$ cat src/rtl/tt_serial_add_pkg.sv
`default_nettype none
// ============================================================================
// Module      : tt_serial_add_pkg
// Description : Shared width, state encoding and uio bit positions for the
//               bit-serial adder.
// Revision    : 1.0 - initial release
// ============================================================================
package tt_serial_add_pkg;

    // Operand / result width in bits
    localparam int WIDTH = 8;

    // Bit counter width (counts 0 .. WIDTH-1)
    localparam int CNT_W = 3;

    // Controller states
    typedef enum logic [1:0] {
        IDLE = 2'd0,
        RUN  = 2'd1,
        DONE = 2'd2
    } state_t;

    // uio_in control bit positions
    localparam int UIO_LOAD_A = 0;
    localparam int UIO_LOAD_B = 1;
    localparam int UIO_START  = 2;

    // uio_out status bit positions
    localparam int UIO_CARRY  = 3;
    localparam int UIO_BUSY   = 4;
    localparam int UIO_DONE   = 5;

    // Only the status bits are driven outward
    localparam logic [7:0] UIO_OE_MASK = 8'b0011_1000;

endpackage : tt_serial_add_pkg
`default_nettype wire

$ cat src/rtl/tt_um_serial_adder_ha_cell.sv
`default_nettype none
// ============================================================================
// Module      : ha_cell
// Description : Single-bit half adder; two of these plus an OR gate form the
//               full adder of the serial datapath.
// Revision    : 1.0 - initial release
// ============================================================================
module ha_cell (
    input  logic a,
    input  logic b,
    output logic sum,
    output logic carry
);

    assign sum   = a ^ b;
    assign carry = a & b;

endmodule : ha_cell
`default_nettype wire

$ cat src/rtl/tt_um_serial_adder.sv
`default_nettype none
// ============================================================================
// Module      : tt_um_serial_adder
// Description : Bit-serial adder. Operands A and B are loaded from ui_in,
//               a rising edge on start adds them LSB first at one bit per
//               clock, and the WIDTH-bit sum plus carry appear on the
//               outputs WIDTH clocks later.
// Revision    : 1.0 - initial release
// ============================================================================
module tt_um_serial_adder #(
    parameter int WIDTH = tt_serial_add_pkg::WIDTH
) (
    input  logic       clk,
    input  logic       rst_n,
    input  logic       ena,
    input  logic [7:0] ui_in,
    input  logic [7:0] uio_in,
    output logic [7:0] uo_out,
    output logic [7:0] uio_out,
    output logic [7:0] uio_oe
);

    import tt_serial_add_pkg::*;

    // ------------------------------------------------------------------
    // Control decode
    // ------------------------------------------------------------------
    logic load_a;
    logic load_b;
    logic start;
    logic start_q;
    logic start_edge;

    assign load_a     = uio_in[UIO_LOAD_A];
    assign load_b     = uio_in[UIO_LOAD_B];
    assign start      = uio_in[UIO_START];
    assign start_edge = start & ~start_q;

    // Inputs that carry no function are folded together so they are
    // visibly consumed.
    logic unused;
    assign unused = &{1'b0, uio_in[7:3], ena};

    // ------------------------------------------------------------------
    // Datapath registers
    // ------------------------------------------------------------------
    state_t             state;
    state_t             next_state;
    logic [WIDTH-1:0]   a_reg;
    logic [WIDTH-1:0]   b_reg;
    logic [WIDTH-1:0]   sum_sr;
    logic [WIDTH-1:0]   result;
    logic               carry;
    logic               carry_out;
    logic [CNT_W-1:0]   cnt;

    // FSM-issued datapath commands
    logic               do_start;
    logic               do_load;
    logic               do_shift;
    logic               do_finish;

    // ------------------------------------------------------------------
    // Full adder from two half adders and an OR gate
    // ------------------------------------------------------------------
    logic ha0_sum;
    logic ha0_carry;
    logic bit_sum;
    logic ha1_carry;
    logic bit_carry;

    ha_cell u_ha0 (
        .a     (a_reg[0]),
        .b     (b_reg[0]),
        .sum   (ha0_sum),
        .carry (ha0_carry)
    );

    ha_cell u_ha1 (
        .a     (ha0_sum),
        .b     (carry),
        .sum   (bit_sum),
        .carry (ha1_carry)
    );

    assign bit_carry = ha0_carry | ha1_carry;

    // Final bit of the operation is being processed this cycle
    logic last_bit;
    assign last_bit = (cnt == CNT_W'(WIDTH - 1));

    // Sum register contents including the bit produced this cycle
    logic [WIDTH-1:0] sum_next;
    assign sum_next = {bit_sum, sum_sr[WIDTH-1:1]};

    // ------------------------------------------------------------------
    // State register
    // ------------------------------------------------------------------
    // Holds the controller state; reset aborts any operation in flight.
    always_ff @(posedge clk or negedge rst_n) begin
        if (!rst_n) begin
            state <= IDLE;
        end else begin
            state <= next_state;
        end
    end

    // Next-state logic and datapath command decode; start beats load.
    always_comb begin
        next_state = state;
        do_start   = 1'b0;
        do_load    = 1'b0;
        do_shift   = 1'b0;
        do_finish  = 1'b0;
        case (state)
            IDLE, DONE: begin
                if (start_edge) begin
                    next_state = RUN;
                    do_start   = 1'b1;
                end else begin
                    do_load    = 1'b1;
                end
            end
            RUN: begin
                do_shift = 1'b1;
                if (last_bit) begin
                    next_state = DONE;
                    do_finish  = 1'b1;
                end
            end
            default: begin
                next_state = IDLE;
            end
        endcase
    end

    // Start edge detector register, tracked in every state.
    always_ff @(posedge clk or negedge rst_n) begin
        if (!rst_n) begin
            start_q <= 1'b0;
        end else begin
            start_q <= start;
        end
    end

    // Operand load, serial shift/add and result capture.
    always_ff @(posedge clk or negedge rst_n) begin
        if (!rst_n) begin
            a_reg     <= '0;
            b_reg     <= '0;
            sum_sr    <= '0;
            carry     <= 1'b0;
            cnt       <= '0;
            result    <= '0;
            carry_out <= 1'b0;
        end else begin
            if (do_start) begin
                carry <= 1'b0;
                cnt   <= '0;
            end else if (do_load) begin
                if (load_a) begin
                    a_reg <= ui_in[WIDTH-1:0];
                end
                if (load_b) begin
                    b_reg <= ui_in[WIDTH-1:0];
                end
            end else if (do_shift) begin
                a_reg  <= a_reg >> 1;
                b_reg  <= b_reg >> 1;
                sum_sr <= sum_next;
                carry  <= bit_carry;
                cnt    <= cnt + 1'b1;
            end

            // Outputs change only on the edge that enters DONE
            if (do_finish) begin
                result    <= sum_next;
                carry_out <= bit_carry;
            end
        end
    end

    // ------------------------------------------------------------------
    // Outputs
    // ------------------------------------------------------------------
    logic busy;
    logic done;

    assign busy   = (state == RUN);
    assign done   = (state == DONE);
    assign uo_out = 8'(result);
    assign uio_oe = UIO_OE_MASK;

    // Status bus; undriven positions stay zero.
    always_comb begin
        uio_out            = 8'h00;
        uio_out[UIO_CARRY] = carry_out;
        uio_out[UIO_BUSY]  = busy;
        uio_out[UIO_DONE]  = done;
    end

endmodule : tt_um_serial_adder
`default_nettype wire

$ cat config.mk
export PLATFORM = sky130hd
export DESIGN_NAME = tt_um_serial_adder
export DESIGN_NICKNAME = d
export VERILOG_FILES = /design/src/rtl/tt_serial_add_pkg.sv /design/src/rtl/tt_um_serial_adder_ha_cell.sv /design/src/rtl/tt_um_serial_adder.sv
export SDC_FILE = /design/constraint.sdc
export NUM_CORES = 1
export LEC_CHECK = 0
export ABC_AREA = 1
export BUFFER_PORTS_ARGS = -buffer_cell sky130_fd_sc_hd__buf_2
export CAP_MARGIN = 10
export CELL_PAD_IN_SITES_DETAIL_PLACEMENT = 2
export CELL_PAD_IN_SITES_GLOBAL_PLACEMENT = 2
export CORE_UTILIZATION = 34
export CTS_CLUSTER_SIZE = 40
export DETAILED_ROUTE_END_ITERATION = 8
export PLACE_DENSITY_LB_ADDON = 0.05
export RECOVER_POWER = 100
export SETUP_SLACK_MARGIN = 0.4
export SLEW_MARGIN = 5
export SYNTH_ARGS = -nofsm -noshare
export SYNTH_HDL_FRONTEND = slang
export SYNTH_HIERARCHICAL = 1
export SYNTH_SLANG_ARGS = --single-unit
$ cat constraint.sdc
create_clock -name clk -period 1.9 [get_ports clk]
set_input_delay 0.38 -clock clk [delete_from_list [all_inputs] [get_ports clk]]
set_output_delay 0.38 -clock clk [all_outputs]
set_load 0.005 [all_outputs]
# After elaboration in Yosys (flattened, before gate mapping)
# Cells that the tools add are included.
totals:
  reg_bits: 40
  word_cells: 58
op_classes:
  add_sub_neg: 1
  eq_ne: 8
  n_mux: 22
  bitwise: 9
  n_reduce_logical: 9
op_table:
  columns: ["op", "n"]
  rows:
  - ["2-to-1 mux 8 bit", 6]
  - ["2-to-1 mux 1 bit", 10]
  - ["inequality test 2 bit (second input constant)", 5]
  - ["2-to-1 mux 3 bit", 3]
  - ["AND reduction 3 bit", 3]
  - ["2-to-1 mux 2 bit", 2]
  - ["case mux 2 bit (2 select lines)", 1]
  - ["AND reduction 2 bit", 2]
  - ["nonzero test 2 bit", 2]
  - ["adder 3 x 1 -> 3 bit (second input constant)", 1]
  - ["AND 1 bit", 3]
  - ["== test 3 bit (second input constant)", 1]
  - ["inverter 1 bit", 3]
  - ["== test 2 x 1 -> 1 bit (second input constant)", 1]
  - ["== test 2 bit (second input constant)", 1]
  - ["logical NOT 2 bit", 1]
  - ["OR reduction 2 bit", 1]
  - ["bitwise XOR 1 bit", 2]
  - ["bitwise OR 1 bit", 1]

# Depth between registers and ports, before layout
depth:
  ltp_word: 6
  ltp_mapped: 8
  ltp_nobuf: 7

# Modules after synthesis
# Netlist, hierarchy kept.
modules_own_cells:
  columns: ["module", "n_inst", "cells_each", "area_each_um2", "seq_area_each_um2"]
  rows:
  - ["tt_um_serial_adder", 1, 221, 1938.1, 975.9]
  - ["ha_cell", 2, 1, 12.5, 0.0]

# Least setup slack after synthesis
# No wires, ideal clock.
synth_timing:
  kind: "reg-to-output"
  startpoint: "reg state[1]"
  endpoint: "out uio_out[4]"
  t_arrival_ns: 0.876
  t_required_ns: 1.520
  slack_ns: 0.644
  stages_incl_launch_ff: 4
  n_path_buf: 2
  path_cell_list: "dfrtp_1 -> nor2_8 -> buf_4 -> buf_4"
synth_via:
  elab_chain_cells: 1
synth_lines:
  columns: ["item", "line_no", "text"]
  rows:
  - ["from (decl)", "tt_um_serial_adder.sv:47", "state_t state;"]
  - ["from (signal assigned)", "tt_um_serial_adder.sv:104", "state <= next_state;"]
  - ["== test 2 x 1 -> 1 bit", "tt_um_serial_adder.sv:189", "assign busy = (state == RUN);"]
  - ["to (decl)", "tt_um_serial_adder.sv:19", "output logic [7:0] uio_out,"]
# No other way between the ends.

# Worst setup path after layout
layout_timing:
  startpoint: "reg state[0]"
  endpoint: "reg sum_sr[6]"
layout_via:
  elab_chain_cells: 5
  elab_cells_between_ends: 10
  cone_classes: "eq/ne: 2; mux: 3; bitwise: 2; reduce/logical: 3"
layout_lines:
  columns: ["item", "line_no", "text"]
  rows:
  - ["== test 2 bit or logical NOT 2 bit (tied branches)", "tt_um_serial_adder.sv:115", "case (state)"]
  - ["OR reduction 2 bit", "tt_um_serial_adder.sv:115", null]
  - ["2-to-1 mux 1 bit", "tt_um_serial_adder.sv:115", null]
  - ["inverter 1 bit (no line)", null, null]
  - ["AND reduction 3 bit (no line) (*)", null, null]
  - ["to (signal assigned)", "tt_um_serial_adder.sv:170", "sum_sr <= sum_next;"]
  - ["to (decl)", "tt_um_serial_adder.sv:51", "logic [WIDTH-1:0] sum_sr;"]
# Every way passes the cells marked *; elsewhere a longest branch is shown, timed or not.
# A chain may end at the register's enable or synchronous reset.

==> flow_summary.toml <==
[clock_network]
cts_tree = "built"
cts_sinks = 39
cts_buffers = 5
postCtsHoldBufs = 0
clkTransAtPathRegs_ns = 0.08
cts_root_buf = "clkbuf_8"
cts_buffer_depth = 2
clkLatencyLatePin_ns = 0.29
h-tree-depth = 2

[sta]
period_share = 0.797
rsz0062_at_grt = "true"
tightest_slew_ns = 1.06
finalHoldViolations = 0
fin_crit_ns = 1.51
slew_headroom = 0.295
finalMaxSlewViolations = 0
hold_ws_ns = 0.232
clock_skew_ns = 0.00900
setup_viol = 0
max_clock_freq_ghz = 0.660
setup-tns-final_ns = 0

[critical_path]
end_kind = "flop"
crit_fanout = 12
start_kind = "flop"
slowest_stage = "dfrtp_1"
required_ns = 2.10
path_cells = "inv_6 > nor2_8 > buf_4 > clkbuf_1 > nand2_1 > o21ai_0"
arrival_ns = 1.72
crit_type = "flop to flop"
cpPeakStageDelay_ns = 0.43

[power]
leakagePower_uw = 0.00117
vdd.ir_drop.worst_mv = 0.534
power_density_nw_per_um2 = 1640

[floorplan]
die_area_sq_um = 6080
die-width_um = 78.0
ios = 43
start_util = 0.354
coreArea_sq_um = 5540
row_count = 27
die_h_um = 78.0

[logic_synthesis]
yosys-top-cells-area = "dfrtp_1, nand2_1, nand3_1, buf_4, o21ai_2"
synth_flop_cell = "dfrtp_1"
synthArstFlopShare = 1.00
synth_edf_count = 0
ys_seq_area_frac = 0.497
yosysMostFrequentCell = "nand2_1"
synth_warnings = 6
ys_ff_latch = 39
syn_area_per_cell_sq_um = 8.80
yosysTopAreaCell = "dfrtp_1"
netlist-cell-type-count = 19
syn-cell-area_sq_um = 1960
synthCells = 223
synth_top_area_frac = 0.497
synth_commonest_cells = "nand2_1, dfrtp_1, nand3_1, buf_4, inv_1"

[grt]
grt_pass1_wl_mm = 8.49
grt_overflow = 0
antenna_found_initial = 0
grt_max_degree = 29
grt_usage = 0.181
grt_pass1_vias = 1723

[min_path]
hold_path.class = "primary input to flop"

[outcome]
status = "finished clean"

[routing]
via_per_inst = 4.75
wirelength_mm = 4.94
num_vias = 1521
antenna_left = 0
wire_per_inst_um = 15.4
dr.pass1.iters = 4
drt_iter0_markers = 62
route.detailed.drc = 0

[cells_and_area]
drive_gt1_frac = 0.165
final_nets = 270
multi_input_comb_area_sq_um = 764
fillers = 650
seq_area_sq_um = 977
area_growth_pct = 9.37
antennaDiodeCount = 0

[placed_design]
routabilityCongestion = 0.755
hpwl_mm = 3.68
io_buffer_count = 23

[flow_run]
maxCapViolations = 0
## logic make-up (layout without fill, tap and decap cells)
logic type,count (synthesis),in the layout,share of synthesized area
fa+ha+maj,4,4,0.0255
simple gates,126,126,0.294
buf+inv,35,49,0.123
other cells,2,13,0.00383
flops,39,39,0.497
compound gates,17,17,0.0567
## critical path, delay by kind of cell, from the launching register on
| family | cells | cell delay (ns) |
|---|---|---|
| buffers and inverters | 3 | 0.65 |
| DFF | 1 | 0.43 |
| and+or+nand+nor | 2 | 0.23 |
| AOI/OAI and AO/OA | 1 | 0.11 |
## area by class of cell
type	count	share of cell area
repair buffers	29	0.0664
inverters	12	0.0256
flip-flops and latches	39	0.455
well taps	72	0.0420
clock inverters	2	0.0163
clock buffers	6	0.0385
multi-input cells	160	0.356
## power breakdown
group	switching (uW)	internal, uW
sequential	201	1180
combinational	947	481
clock	296	425
## metal layers
| metal | vias to the layer above | part of all wire | global-route usage |
|---|---|---|---|
| met4 | 0 | 0.0083 | 0.0574 |
| met2 | 25 | 0.52 | 0.314 |
| met5 | - | 0 | 0 |
| met3 | 4 | 0.024 | 0.0329 |
| met1 | 772 | 0.45 | 0.228 |
| li1 | 720 | - | - |
## path summary, 6_finish.rpt
check | startpoint | to | slack [ns] | cells past startpoint
worst max-delay path | state[0]$_DFFE_PN0P_ | sum_sr[6]$_DFFE_PN0P_ | 0.39 | 6
worst min-delay path | uio_in[2] | start_q$_DFF_PN0_ | 0.23 | 1
worst max register to register | state[0]$_DFFE_PN0P_ | sum_sr[6]$_DFFE_PN0P_ | 0.39 | 6
worst min register to register | uo_out[0]$_DFFE_PN0P_ | uo_out[0]$_DFFE_PN0P_ | 0.48 | 2
max in group asynchronous | rst_n | carry$_DFFE_PN0P_ | 0.57 | 2
min in group asynchronous | rst_n | sum_sr[4]$_DFFE_PN0P_ | 0.25 | 1
## what timing repair did
action | 4_1_cts | 5_1_grt
gates resized for setup | 2 | 1
buffers inserted | 2 | 1
endpoints found under the hold margin | 0 | 0
setup endpoints to repair | 2 | 19
pin swaps | 1 | 0
## through the flow
stage / util / cells / power, uW / instance area [sq um] / worst slack [ns]
final: 0.388 / 320 / 3530 / 2150 / 0.386
after global routing: 0.388 / 320 / 3840 / 2150 / 0.246
after CTS: 0.393 / 319 / 3660 / 2180 / 0.403
after detailed placement: 0.368 / 309 / 2870 / 2040 / 0.468
after global placement: 0.368 / 309 / 2700 / 2040 / 0.540
after floorplan: - / 234 / 2510 / 2000 / 0.644
## layout by cell type (no fill, tap or decap), drive strengths merged
cell and n:
nand2 92, dfrtp 39, nand3 30, buf 21, o21ai 17, clkbuf 14
conb 13, inv 11, ha 4, nor2 4, clkinv 2, bufinv 1
No activity file was read; power rests on OpenSTA's default activity.
